File: src/rtl/sccb_cmd_arbiter_pkg.sv
// Shared types and constants for the SCCB command arbiter.
package sccb_pkg;

    typedef enum logic [2:0] {
        BOOT_FETCH,
        BOOT_SEND,
        BOOT_DELAY,
        GAP,
        RUN_IDLE,
        RUN_SEND
    } sccb_state_e;

    localparam logic [15:0] SCCB_DELAY_CODE     = 16'hFFF0;
    localparam logic [7:0]  SCCB_CAMERA_ID      = 8'h42;
    localparam int          SCCB_GAP_CYCLES     = 256;
    localparam int          SCCB_DELAY_CYCLES   = 500000;
    localparam int          SCCB_TIMEOUT_CYCLES = 65535;

    // Largest of three lengths; sizes the shared down counter.
    function automatic int sccb_max3(input int a, input int b, input int c);
        int m;
        m = (a > b) ? a : b;
        return (m > c) ? m : c;
    endfunction

endpackage

File: src/rtl/sccb_cmd_arbiter_down_counter.sv
// Loadable down counter with zero flag; one instance serves delay, gap
// and watchdog timing since only one of them is ever running.
module sccb_down_counter #(
    parameter int W = 8
) (
    input  logic         clk,
    input  logic         rst_n,
    input  logic         load_i,
    input  logic [W-1:0] value_i,
    input  logic         en_i,
    output logic         zero_o
);

    logic [W-1:0] cnt_q;

    // Load wins over enable; counting stops at zero.
    always_ff @(posedge clk) begin
        if (!rst_n)
            cnt_q <= '0;
        else if (load_i)
            cnt_q <= value_i;
        else if (en_i && cnt_q != '0)
            cnt_q <= cnt_q - W'(1);
    end

    assign zero_o = (cnt_q == '0);

endmodule

File: src/rtl/sccb_cmd_arbiter.sv
// Arbitrates the single SCCB sender between the boot ROM stream and the
// runtime register-write port. Optional send watchdog: SCCB_TIMEOUT_EN.
module sccb_cmd_arbiter
    import sccb_pkg::*;
#(
    parameter int          GAP_CYCLES     = SCCB_GAP_CYCLES,
    parameter int          DELAY_CYCLES   = SCCB_DELAY_CYCLES,
    parameter logic [15:0] DELAY_CODE     = SCCB_DELAY_CODE,
    parameter int          TIMEOUT_CYCLES = SCCB_TIMEOUT_CYCLES
) (
    input  logic        clk,
    input  logic        rst_n,
    input  logic [15:0] rom_command,
    input  logic        rom_finished,
    output logic        rom_advance,
    input  logic        rt_req,
    input  logic [7:0]  rt_regi,
    input  logic [7:0]  rt_value,
    output logic        rt_ack,
    output logic        i2c_send,
    output logic [7:0]  i2c_regi,
    output logic [7:0]  i2c_value,
    input  logic        i2c_taken,
    output logic        config_finished,
    output logic        busy,
    output logic        timeout_err
);

    localparam int CW = $clog2(sccb_max3(DELAY_CYCLES, GAP_CYCLES, TIMEOUT_CYCLES) + 1);
    localparam logic [CW-1:0] GAP_LD   = CW'(GAP_CYCLES - 1);
    localparam logic [CW-1:0] DELAY_LD = CW'(DELAY_CYCLES - 1);
`ifdef SCCB_TIMEOUT_EN
    localparam logic [CW-1:0] TO_LD    = CW'(TIMEOUT_CYCLES - 1);
`endif

    sccb_state_e   state_q;
    logic          adv_q, ack_q, send_q, cfg_q, busy_q;
    logic [7:0]    regi_q, value_q;
    logic          cnt_load, cnt_en, cnt_zero;
    logic [CW-1:0] cnt_val;
    logic          timed_out, send_done;

    sccb_down_counter #(.W(CW)) u_cnt (
        .clk     (clk),
        .rst_n   (rst_n),
        .load_i  (cnt_load),
        .value_i (cnt_val),
        .en_i    (cnt_en),
        .zero_o  (cnt_zero)
    );

`ifdef SCCB_TIMEOUT_EN
    logic timeout_q;
    logic in_send;
    assign in_send   = (state_q == BOOT_SEND) || (state_q == RUN_SEND);
    assign timed_out = in_send && cnt_zero && !i2c_taken;

    // Sticky watchdog flag; a timed-out send is otherwise treated as taken.
    always_ff @(posedge clk) begin
        if (!rst_n)
            timeout_q <= 1'b0;
        else if (timed_out)
            timeout_q <= 1'b1;
    end
    assign timeout_err = timeout_q;
`else
    assign timed_out   = 1'b0;
    assign timeout_err = 1'b0;
`endif

    assign send_done = i2c_taken || timed_out;

    // Counter control: load on entry to a timed state, count while in it.
    always_comb begin
        cnt_load = 1'b0;
        cnt_val  = '0;
        cnt_en   = 1'b0;
        case (state_q)
            BOOT_FETCH: begin
                if (!rom_finished && rom_command == DELAY_CODE) begin
                    cnt_load = 1'b1;
                    cnt_val  = DELAY_LD;
                end
`ifdef SCCB_TIMEOUT_EN
                else if (!rom_finished) begin
                    cnt_load = 1'b1;
                    cnt_val  = TO_LD;
                end
`endif
            end
            BOOT_SEND, RUN_SEND: begin
                if (send_done) begin
                    cnt_load = 1'b1;
                    cnt_val  = GAP_LD;
                end
`ifdef SCCB_TIMEOUT_EN
                else cnt_en = 1'b1;
`endif
            end
            BOOT_DELAY, GAP: cnt_en = 1'b1;
            RUN_IDLE: begin
`ifdef SCCB_TIMEOUT_EN
                if (rt_req) begin
                    cnt_load = 1'b1;
                    cnt_val  = TO_LD;
                end
`endif
            end
            default: ;
        endcase
    end

    // Main sequencer with registered outputs; busy tracks every move
    // into or out of RUN_IDLE so it is itself a flop.
    always_ff @(posedge clk) begin
        if (!rst_n) begin
            state_q <= BOOT_FETCH;
            adv_q   <= 1'b0;
            ack_q   <= 1'b0;
            send_q  <= 1'b0;
            cfg_q   <= 1'b0;
            busy_q  <= 1'b1;
            regi_q  <= '0;
            value_q <= '0;
        end else begin
            adv_q <= 1'b0;
            ack_q <= 1'b0;
            case (state_q)
                BOOT_FETCH: begin
                    if (rom_finished) begin
                        cfg_q   <= 1'b1;
                        busy_q  <= 1'b0;
                        state_q <= RUN_IDLE;
                    end else if (rom_command == DELAY_CODE) begin
                        adv_q   <= 1'b1;
                        state_q <= BOOT_DELAY;
                    end else begin
                        regi_q  <= rom_command[15:8];
                        value_q <= rom_command[7:0];
                        send_q  <= 1'b1;
                        state_q <= BOOT_SEND;
                    end
                end
                BOOT_SEND: if (send_done) begin
                    send_q  <= 1'b0;
                    adv_q   <= 1'b1;
                    state_q <= GAP;
                end
                BOOT_DELAY: if (cnt_zero) state_q <= BOOT_FETCH;
                GAP: if (cnt_zero) begin
                    if (cfg_q) begin
                        busy_q  <= 1'b0;
                        state_q <= RUN_IDLE;
                    end else begin
                        state_q <= BOOT_FETCH;
                    end
                end
                RUN_IDLE: if (rt_req) begin
                    regi_q  <= rt_regi;
                    value_q <= rt_value;
                    send_q  <= 1'b1;
                    busy_q  <= 1'b1;
                    state_q <= RUN_SEND;
                end
                RUN_SEND: if (send_done) begin
                    send_q  <= 1'b0;
                    ack_q   <= 1'b1;
                    state_q <= GAP;
                end
                default: state_q <= BOOT_FETCH;
            endcase
        end
    end

    assign rom_advance     = adv_q;
    assign rt_ack          = ack_q;
    assign i2c_send        = send_q;
    assign i2c_regi        = regi_q;
    assign i2c_value       = value_q;
    assign config_finished = cfg_q;
    assign busy            = busy_q;

endmodule

File: config.mk
export PLATFORM = sky130hd
export DESIGN_NAME = sccb_cmd_arbiter
export DESIGN_NICKNAME = d
export VERILOG_FILES = /design/src/rtl/sccb_cmd_arbiter_pkg.sv /design/src/rtl/sccb_cmd_arbiter_down_counter.sv /design/src/rtl/sccb_cmd_arbiter.sv
export SDC_FILE = /design/constraint.sdc
export NUM_CORES = 1
export LEC_CHECK = 0
export ABC_AREA = 0
export ABC_CLOCK_PERIOD_IN_PS = 2100
export CORE_AREA = 8 8 88 70
export DETAILED_ROUTE_END_ITERATION = 10
export DIE_AREA = 0 0 96 78
export PLACE_DENSITY = 0.77
export SETUP_SLACK_MARGIN = 0.4
export SLEW_MARGIN = 10
export SYNTH_ARGS = -nofsm -noshare
export SYNTH_HDL_FRONTEND = slang
export SYNTH_SLANG_ARGS = --single-unit
File: constraint.sdc
create_clock -name clk -period 2.1 [get_ports clk]
set_input_delay 0.42 -clock clk [delete_from_list [all_inputs] [get_ports clk]]
set_output_delay 0.42 -clock clk [all_outputs]
set_load 0.01 [all_outputs]
## Yosys cells after proc, flatten, opt, wreduce, memory -nomap -nowiden

Cells that the tools add are included.

- Bits in registers: 43
- Logic and storage cells: 79
- Output and inout bits: 22
- Input port bits: 37

- Add/subtract/negate cells: 1
- Equal/unequal tests: 14
- Mux-type cells: 37
- Reduce and logical (&&, ||, !) cells: 18

Operators with widths:

| cell | number |
|---|---|
| 19-bit 2-to-1 mux | 3 |
| 8-bit 2-to-1 mux | 7 |
| 19-bit one-hot mux with 2 select lines | 1 |
| 8-bit one-hot mux with 2 select lines | 2 |
| 19-bit logical NOT | 1 |
| 19-bit nonzero test | 1 |
| 19-bit by 1-bit subtractor with 19-bit output (second input constant) | 1 |
| 3-bit 2-to-1 mux | 6 |
| 16-bit == test (second input constant) | 1 |
| 3-bit one-hot mux with 5 select lines | 1 |
| 2-bit != test (second input constant) | 7 |
| 1-bit 2-to-1 mux | 12 |
| 5-bit AND reduction | 2 |
| 4-bit AND reduction | 2 |
| 3-bit by 2-bit == test with 1-bit output (second input constant) | 2 |
| 3-bit == test (second input constant) | 2 |
| 1-bit one-hot mux with 3 select lines | 2 |
| 3-bit nonzero test | 2 |
| 1-bit one-hot mux with 2 select lines | 2 |
| 2-bit AND reduction | 2 |
| 2-bit nonzero test | 2 |
| 2-bit OR reduction | 2 |
| 3-bit by 1-bit == test with 1-bit output (second input constant) | 1 |
| 3-bit logical NOT | 1 |
| other kinds (4) | 5 |

## Longest topological paths before layout

Gate-level depths: netlist of run 1.

- Depth in word-level cells: 6
- Mapped depth: 8

## Modules after synthesis

Synthesis of run 1 repeated with hierarchy kept, for this count alone.

- Cell total of the unflattened synthesis: 313
- Area, all modules: 2705.1 sq um

Modules (own cells, without submodules):

| module | area each (sq um) | sequential area each (sq um) | cells an instance | instances |
|---|---|---|---|---|
| sccb_cmd_arbiter | 1373.8 | 480.5 | 144 | 1 |
| sccb_down_counter | 1331.3 | 380.4 | 169 | 1 |

## Worst setup path before layout of run 1

Ideal clock, no wire load.

- Path kind: register -> register
- Start: register u_cnt.cnt_q[1]
- End: register u_cnt.cnt_q[18]
- Cell stages (with the launch flop): 9
- Slack: 118 ps
- Setup time: 132 ps
- Data arrival time: 1850 ps
- Cells stage by stage: dfxtp_1 inv_1 ha_1 nor4b_2 and2_1 buf_2 nand2_1 o311ai_0 a21oi_1

- Word-level cells in the longest chain between the ends: 3

Ends and longest elaborated chain:

| what | line | source |
|---|---|---|
| start: declaration | sccb_cmd_arbiter_down_counter.sv:14 | `logic [W-1:0] cnt_q;` |
| start signal: assignment | sccb_cmd_arbiter_down_counter.sv:21 | `cnt_q <= value_i;` |
| start signal: assignment | sccb_cmd_arbiter_down_counter.sv:23 | `cnt_q <= cnt_q - W'(1);` |
| 19-bit by 1-bit subtractor with 19-bit output or 19-bit nonzero test (tied branches) | sccb_cmd_arbiter_down_counter.sv:23, sccb_cmd_arbiter_down_counter.sv:22 |  |
| 19-bit 2-to-1 mux or 1-bit logical AND (tied branches) | sccb_cmd_arbiter_down_counter.sv:22 | `else if (en_i && cnt_q != '0)` |
| 19-bit 2-to-1 mux or 2-bit nonzero test (tied branches) | n/a |  |

Several ways; a longest one is shown, not always the timed one. The select of a mux whose other input is x is not followed.
A chain may end at the register's enable or synchronous reset.

## Final worst setup path of run 1

- Start: register u_cnt.cnt_q[11]
- End: register u_cnt.cnt_q[1]

- Word-level cells in the longest chain between the ends: 3

Ends and longest elaborated chain:

| what | line |
|---|---|
| 19-bit nonzero test | sccb_cmd_arbiter_down_counter.sv:22 |
| 1-bit logical AND | sccb_cmd_arbiter_down_counter.sv:22 |
| 2-bit nonzero test (no line) | n/a |

No other way between the ends.

==> reports/metrics.csv, run 1 <==
stage;metric;value;unit
run_status;result of the run;completed;
min_path;number of instances on the worst hold path;2;
cells_and_area;multi-input combinational cell area;1580;um2
power;total power draw;0.00462;W
clocking;Clock Sink Count;43;
cells_and_area;fraction of layout cells with a size suffix above 1;0.308;
detailed_routing;WL final;8680;um
cells_and_area;most frequent standard cell in the layout excluding fill and tap cells;clkdlybuf4s50_1;
min_path;class of the tightest hold or removal check;flip-flop to flip-flop;
detailed_routing;remaining antenna violation count after routing;0;
worst_setup_path;worst-path cell with the longest stage delay;or4_4;
timing;number of slew-limit violations in the final report;0;
synthesis;count of flip-flops with a built-in enable after synthesis;0;
synthesis;gate count of the mapped netlist;256;
floorplan;core footprint;4760;um2
worst_setup_path;most frequent CP cell;buf_4;
floorplan;Site Rows;22;
timing;post-layout minimum cycle time;1940;ps
floorplan;starting density of the core;0.460;
worst_setup_path;largest fanout on the critical path;4;
power;pwr dens;1270;nW/um2
clocking;TritonCTS buffer count;5;
power;net load switching power;0.00190;W
timing;number of hold violations in the final report;0;
worst_setup_path;source of the worst register-to-register timing path;u_cnt.cnt_q[11];
cells_and_area;commonest cells after routing, fill and taps aside;43 x clkdlybuf4s50_1, 37 x dfxtp_1, 32 x nor2_1;
worst_setup_path;buffer and inverter count on the worst path;2;
synthesis;top cells by area, synth;dfxtp_1 39%, mux2i_1 7.3%, a211oi_1 6.9%, nor2_1 6.0%, xnor2_1 5.2%;
floorplan;number of top-level pins;59;
synthesis;yosys synthesis warning count;0;
clocking;CTS tree;done;
worst_setup_path;top cell family by delay on the critical path;simple AND/OR/NAND/NOR gates;
flow_run;max-cap violations;0;
detailed_routing;average via count per standard cell;6.25;
worst_setup_path;logic depth of the worst register-to-register path;7;
synthesis;Synth Area per Inst;8.56;um2
power;share of total power in sequential cells;0.261;
power;IR drop worst, VDD;0.000855;V
cells_and_area;P&R area growth vs syn;66.6;%
power;part of the power in combinational logic;0.598;
placed_design;DP Wirelength;4730;um
timing;final setup violating endpoints;0;
placed_design;gp weighted congestion;0.805;
synthesis;cell type with the largest total area after synthesis;dfxtp_1;
synthesis;dominant register cell in the synthesized netlist;dfxtp_1;
min_path;Worst Hold Path EP;i2c_send;
worst_setup_path;Setup CP Type;flip-flop to flip-flop;
global_route;global-route wire length before repair;11000;um
clocking;clock slew at reported path FFs;90;ps
worst_setup_path;Critical R2R Capture;u_cnt.cnt_q[1];
power;static leakage;1.42;nW
synthesis;post-synthesis sequential area ratio;0.393;
detailed_routing;length of the first detailed-routing pass in iterations;5;
min_path;Worst Min Path Start;i2c_send;
worst_setup_path;cells traversed along the worst timing path;or4_4 > nor4_4 > buf_4 > buf_4 > nand2_2 > o32a_1 > a31oi_1;
cells_and_area;fillers;268;
global_route;number of antenna violations at the first check in global routing;0;
synthesis;fraction of synthesized cell area taken by the top area cell type;0.393;
synthesis;post-synthesis register bit count;43;
worst_setup_path;delay of the slowest cell on the worst path;560;ps
timing;clock tree skew after final layout;15.1;ps
clocking;Root Buffer;clkbuf_8;
global_route;Overall Global Routing Usage;0.183;
synthesis;synthesized net count;294;
cells_and_area;Nets;382;
worst_setup_path;kind of start point of the critical path;flip-flop;
timing;Max Freq;515;MHz
global_route;overflow left after global routing;0;
cells_and_area;Core Util, Final;0.767;
placed_design;count of port buffers added during placement;57;
floorplan;Chip Width;96;um
detailed_routing;Iter 0 DRT Violations;282;
cells_and_area;antenna fix cells;0;
cells_and_area;storage element area;868;um2
global_route;number of global-route vias before repair;2205;
synthesis;Yosys cell types;48;
synthesis;asr flop ratio synth;0;
worst_setup_path;type of destination of the critical path;flip-flop;
clocking;clock network latency to the later pin of the worst-skew pair;310;ps
power;cell internal pwr;0.00272;W
clocking;maximum clock path buffer count;2;
power;Sw Share;0.411;
floorplan;Chip Height;78;um
floorplan;area of the die;7490;um2
detailed_routing;WL/cell;21.5;um
timing;Tcrit/Tclk final;0.925;
worst_setup_path;required time reported for the critical path endpoint;2340;ps
timing;RSZ-0062 raised after global routing;yes;
clocking;hold buffers post-CTS;0;
clocking;H-tree level count;2;
detailed_routing;drt drc;0;
worst_setup_path;data arrival time at the worst-slack endpoint;2180;ps
global_route;maximum number of pins on one net before global-route repair;33;
detailed_routing;overall via count from detail_route;2525;
synthesis;post-synthesis instance area;2190;um2
worst_setup_path;R2R setup slack;160;ps
power;Clk network pwr share;0.141;
==> sequential cells by signal (all words and copies together), names as in the netlist <==
register,cells
u_cnt.cnt_q,19
i2c_regi,8
i2c_value,8
state_q,3
busy,1
config_finished,1
i2c_send,1
rom_advance,1
rt_ack,1
==> worst reg2reg max path, stage by stage, from the launching register on <==
cell and delay (ps):
dfxtp_2 330, or4_4 560, nor4_4 210, buf_4 200, buf_4 140, nand2_2 80, o32a_1 200, a31oi_1 160
==> power by group through the flow <==
stage | clock network (W) | logic, W | registers, W
floorplan | 0 | 0.00111 | 0.00119
global placement | 0 | 0.00178 | 0.00117
detailed placement | 0 | 0.00180 | 0.00117
CTS | 0.000642 | 0.00206 | 0.00116
global route | 0.000688 | 0.00288 | 0.00122
finish | 0.000653 | 0.00276 | 0.00121
==> layout make-up <==
type	count	share of cell area
Clock buffer	6	0.0199
Clock inverter	1	0.00822
Inverter	6	0.00617
Multi-Input combinational cell	191	0.432
Sequential cell	43	0.238
Tap cell	60	0.0206
Timing Repair Buffer	97	0.275
==> per-stage QoR <==
step / area [um2] / hold WS (ps) / worst slack [ps] / instances / TNS, ps
after floorplan: 2230 / 452 / 312 / 256 / 0
after global placement: 2950 / 435 / 27.2 / 375 / 0
after detailed placement: 2950 / 439 / -70.9 / 375 / -207
after CTS: 3230 / 451 / 244 / 391 / 0
after global routing: 3650 / 475 / 80.8 / 404 / 0
final: 3650 / 447 / 157 / 404 / 0
==> how the worst max path moves through the flow <==
stage / startpoint / end / slack, ps / cells past startpoint
finish: u_cnt.cnt_q[11] / u_cnt.cnt_q[1] / 160 / 7
CTS: u_cnt.cnt_q[11] / u_cnt.cnt_q[2] / 240 / 6
detailed placement: rom_command[8] / u_cnt.cnt_q[2] / -70 / 6
global placement: rom_command[1] / rom_advance / 30 / 6
global route: u_cnt.cnt_q[11] / u_cnt.cnt_q[8] / 80 / 7
floorplan: u_cnt.cnt_q[11] / u_cnt.cnt_q[2] / 310 / 6
==> layer usage <==
layer / global-route usage / vias up / routed length [um]
met3: 0.0327 / 50 / 792
met2: 0.287 / 188 / 4010
met4: 0.0490 / 0 / 346
met5: 0 / - / 0
met1: 0.248 / 1190 / 3530
li1: - / 1097 / -
==> cells in the mapped netlist, types with 2 or more instances <==
cell / instances
nand2_1: 13
and3_1: 2
nand3b_1: 2
dfxtp_1: 43
inv_1: 6
o21ai_0: 7
nand3_1: 8
or3_1: 2
clkbuf_1: 7
xnor2_1: 13
a21oi_1: 17
nor2b_1: 4
a2111oi_2: 2
mux2i_1: 16
or3_2: 2
and2_1: 3
o311ai_0: 2
nand4_1: 3
xor2_1: 2
nand2b_1: 2
nor2_1: 35
buf_4: 2
buf_2: 6
nor3_1: 12
a211oi_1: 20
nor4_1: 3
==> cell families (layout without fill, tap and decap cells) <==
family	after synthesis	after routing	share of synthesized area
other	1	1	0.00171
DFF	43	43	0.393
AOI/OAI and AO/OA	58	58	0.183
xor gates and xnor gates	15	15	0.0600
buffers and inverters	22	110	0.0445
muxes	16	16	0.0731
and+or+nand+nor	100	100	0.239
adders and majority gates	1	1	0.00571
==> repair_timing <==
item | in CTS | in global routing
resized for setup | 24 | 65
gates cloned | 1 | 2
buffers inserted | 8 | 11
setup endpoints to repair | 40 | 41
pin swaps | 15 | 16
Note: power is estimated with default switching activity, not from simulation.
==> run 2, diff against run 1 <==
--- a/config.mk
+++ b/config.mk
@@ -8,9 +8,10 @@
 export ABC_AREA = 0
 export ABC_CLOCK_PERIOD_IN_PS = 2100
 export CORE_AREA = 8 8 88 70
+export CTS_CLUSTER_DIAMETER = 40
 export DETAILED_ROUTE_END_ITERATION = 10
 export DIE_AREA = 0 0 96 78
-export PLACE_DENSITY = 0.77
+export PLACE_DENSITY = 0.8
 export SETUP_SLACK_MARGIN = 0.4
 export SLEW_MARGIN = 10
 export SYNTH_ARGS = -nofsm -noshare
==> run 2 against run 1 <==
Register-to-register slack barely moved. Wire length fell by 14%. Utilization fell by 5.7 points. First-iteration DRC count fell by 50%. Hold slack improved by 9.3 ps. Sequential share of layout area rose by 1.9 points. Global-route usage rose by 0.76 points. Worst setup slack got worse by 7.8 ps. Combinational power fell by 18%. Final area fell by 7.4%. Non-clock buffer count fell by 8.
==> reports/metrics.csv, run 2 (synthesized netlist as in run 1, its figures left out) <==
stage;metric;value;unit;change
cells_and_area;most frequent standard cell in the layout excluding fill and tap cells;clkdlybuf4s50_1;;unchanged
placed_design;total placed instance area;2910;um2;was 2950 um2
global_route;maximum number of pins on one net before global-route repair;21;;was 33
worst_setup_path;kind of start point of the critical path;flip-flop;;unchanged
detailed_routing;overall via count from detail_route;2340;;was 2525
cells_and_area;fin cells;397;;was 404
min_path;class of the tightest hold or removal check;flip-flop to flip-flop;;unchanged
clocking;clock slew at reported path FFs;90;ps;about the same
worst_setup_path;crit path to;u_cnt.cnt_q[1];;unchanged
detailed_routing;drt drc;0;;unchanged
detailed_routing;WL final;7460;um;was 8680 um
timing;clock tree skew after final layout;13.3;ps;was 15.1 ps
timing;final worst setup slack;149;ps;was 157 ps
cells_and_area;Nets;374;;was 382
cells_and_area;commonest cells after routing, fill and taps aside;50 x clkdlybuf4s50_1, 38 x dfxtp_1, 33 x nor2_1;;was 43 x clkdlybuf4s50_1, 37 x dfxtp_1, 32 x nor2_1
floorplan;Chip Width;96;um;unchanged
run_status;result of the run;completed;;unchanged
min_path;Worst Min Path Start;i2c_send;;unchanged
power;Clk network pwr share;0.136;;was 0.141
worst_setup_path;largest fanout on the critical path;6;;was 4
timing;Total Neg Setup Slack;0;ps;unchanged
global_route;global-route wire length before repair;11300;um;was 11000 um
timing;number of slew-limit violations in the final report;0;;unchanged
worst_setup_path;R2R setup slack;150;ps;was 160 ps
placed_design;Post-Place Setup Slack;54.1;ps;was -70.9 ps
detailed_routing;average via count per standard cell;5.89;;was 6.25
power;net load switching power;0.00165;W;was 0.00190 W
power;cell internal pwr;0.00233;W;was 0.00272 W
clocking;CTS tree;done;;unchanged
worst_setup_path;logic depth of the worst register-to-register path;7;;unchanged
power;IR drop worst, VDD;0.000633;V;was 0.000855 V
global_route;Overall Global Routing Usage;0.190;;was 0.183
power;part of the power in combinational logic;0.569;;was 0.598
detailed_routing;remaining antenna violation count after routing;0;;unchanged
placed_design;gp weighted congestion;0.838;;was 0.805
global_route;number of global-route vias before repair;2213;;was 2205
cells_and_area;fraction of layout cells with a size suffix above 1;0.267;;was 0.308
detailed_routing;Iter 0 DRT Violations;140;;was 282
placed_design;count of port buffers added during placement;57;;unchanged
detailed_routing;length of the first detailed-routing pass in iterations;4;;was 5
worst_setup_path;Critical R2R Capture;u_cnt.cnt_q[1];;unchanged
floorplan;core footprint;4760;um2;unchanged
power;static leakage;1.28;nW;was 1.42 nW
worst_setup_path;Setup CP Type;flip-flop to flip-flop;;unchanged
worst_setup_path;required time reported for the critical path endpoint;2320;ps;was 2340 ps
cells_and_area;number of flip-flops under the largest register name;19;;unchanged
power;share of total power in sequential cells;0.295;;was 0.261
clocking;H-tree level count;2;;unchanged
cells_and_area;antenna fix cells;0;;unchanged
worst_setup_path;type of destination of the critical path;flip-flop;;unchanged
timing;Max Freq;513;MHz;was 515 MHz
flow_run;max-cap violations;0;;unchanged
global_route;overflow left after global routing;0;;unchanged
detailed_routing;WL/cell;18.8;um;was 21.5 um
worst_setup_path;data arrival time at the worst-slack endpoint;2170;ps;was 2180 ps
power;Sw Share;0.415;;was 0.411
clocking;clock network latency to the later pin of the worst-skew pair;310;ps;about the same
global_route;number of antenna violations at the first check in global routing;0;;unchanged
clocking;hold buffers post-CTS;0;;unchanged
timing;final setup violating endpoints;0;;unchanged
floorplan;area of the die;7490;um2;unchanged
floorplan;number of top-level pins;59;;unchanged
timing;post-layout minimum cycle time;1950;ps;was 1940 ps
clocking;maximum clock path buffer count;2;;unchanged
cells_and_area;register ranked first by flip-flop count;u_cnt.cnt_q;;unchanged
placed_design;post-placement cell count;373;;was 375
floorplan;Site Rows;22;;unchanged
floorplan;starting density of the core;0.460;;unchanged
worst_setup_path;start point of the critical path;u_cnt.cnt_q[15];;was u_cnt.cnt_q[11]
clocking;Clock Sink Count;43;;unchanged
timing;number of hold violations in the final report;0;;unchanged
placed_design;DP Wirelength;4740;um;was 4730 um
power;pwr dens;1180;nW/um2;was 1270 nW/um2
worst_setup_path;source of the worst register-to-register timing path;u_cnt.cnt_q[15];;was u_cnt.cnt_q[11]
clocking;Root Buffer;clkbuf_8;;unchanged
cells_and_area;P&R area growth vs syn;54.3;%;was 66.6%
clocking;TritonCTS buffer count;5;;unchanged
timing;Tcrit/Tclk final;0.929;;was 0.925
timing;RSZ-0062 raised after global routing;yes;;unchanged
power;total power draw;0.00398;W;was 0.00462 W
cells_and_area;design area;3380;um2;was 3650 um2
floorplan;Chip Height;78;um;unchanged
run 2: final cells by class:
type / instances / area (um2)
clock buffer: 6 / 72.6
clock inverter: 2 / 12.5
fill: 335 / 1380
inverter: 6 / 22.5
multi-input combinational: 191 / 1440
sequential: 43 / 870
tap: 60 / 75.1
timing repair buffer: 89 / 883
run 2: per-layer routing:
layer	routed length (um)	GRT usage	part of all wire
met2	3590	0.293	0.48
met4	147	0.0658	0.020
met1	3260	0.248	0.44
met3	468	0.0510	0.063
met5	0	0	0
run 2: power by group through the flow:
stage          clock [W]  combinational [W]  sequential (W)
6_report        0.000539            0.00226         0.00117
5_1_grt         0.000573            0.00241         0.00120
4_1_cts         0.000536            0.00191         0.00116
3_5_place_dp           0            0.00171         0.00117
3_3_place_gp           0            0.00169         0.00116
2_1_floorplan          0            0.00111         0.00119
run 2: worst min path at each step:
stage,end,cells past startpoint
CTS,i2c_send,2
detailed placement,i2c_send,2
floorplan,u_cnt.cnt_q[18],2
global placement,i2c_send,2
global route,i2c_send,2
finish,i2c_send,2
run 2: repair_timing:
action                                  4_1_cts  5_1_grt
resized for setup                            22       47
pin swaps                                     9       18
endpoints found under the hold margin         0        0
endpoints found under the setup margin       27       41
buffers inserted                              7        6
cloned                                        2        1
run 2: stage by stage:
step                 util  hold slack [ps]
CTS                 0.658              456
detailed placement  0.612              443
floorplan               -              452
finish              0.710              456
global route        0.710              494
global placement    0.612              436
run 2: worst max-delay path, stage by stage, from the launching register on:
cell     delay, ps
dfxtp_2        340
or4_4          570
nor4_4         220
buf_4          180
buf_6          140
nand2_2         80
o32a_1         160
a31oi_1        170
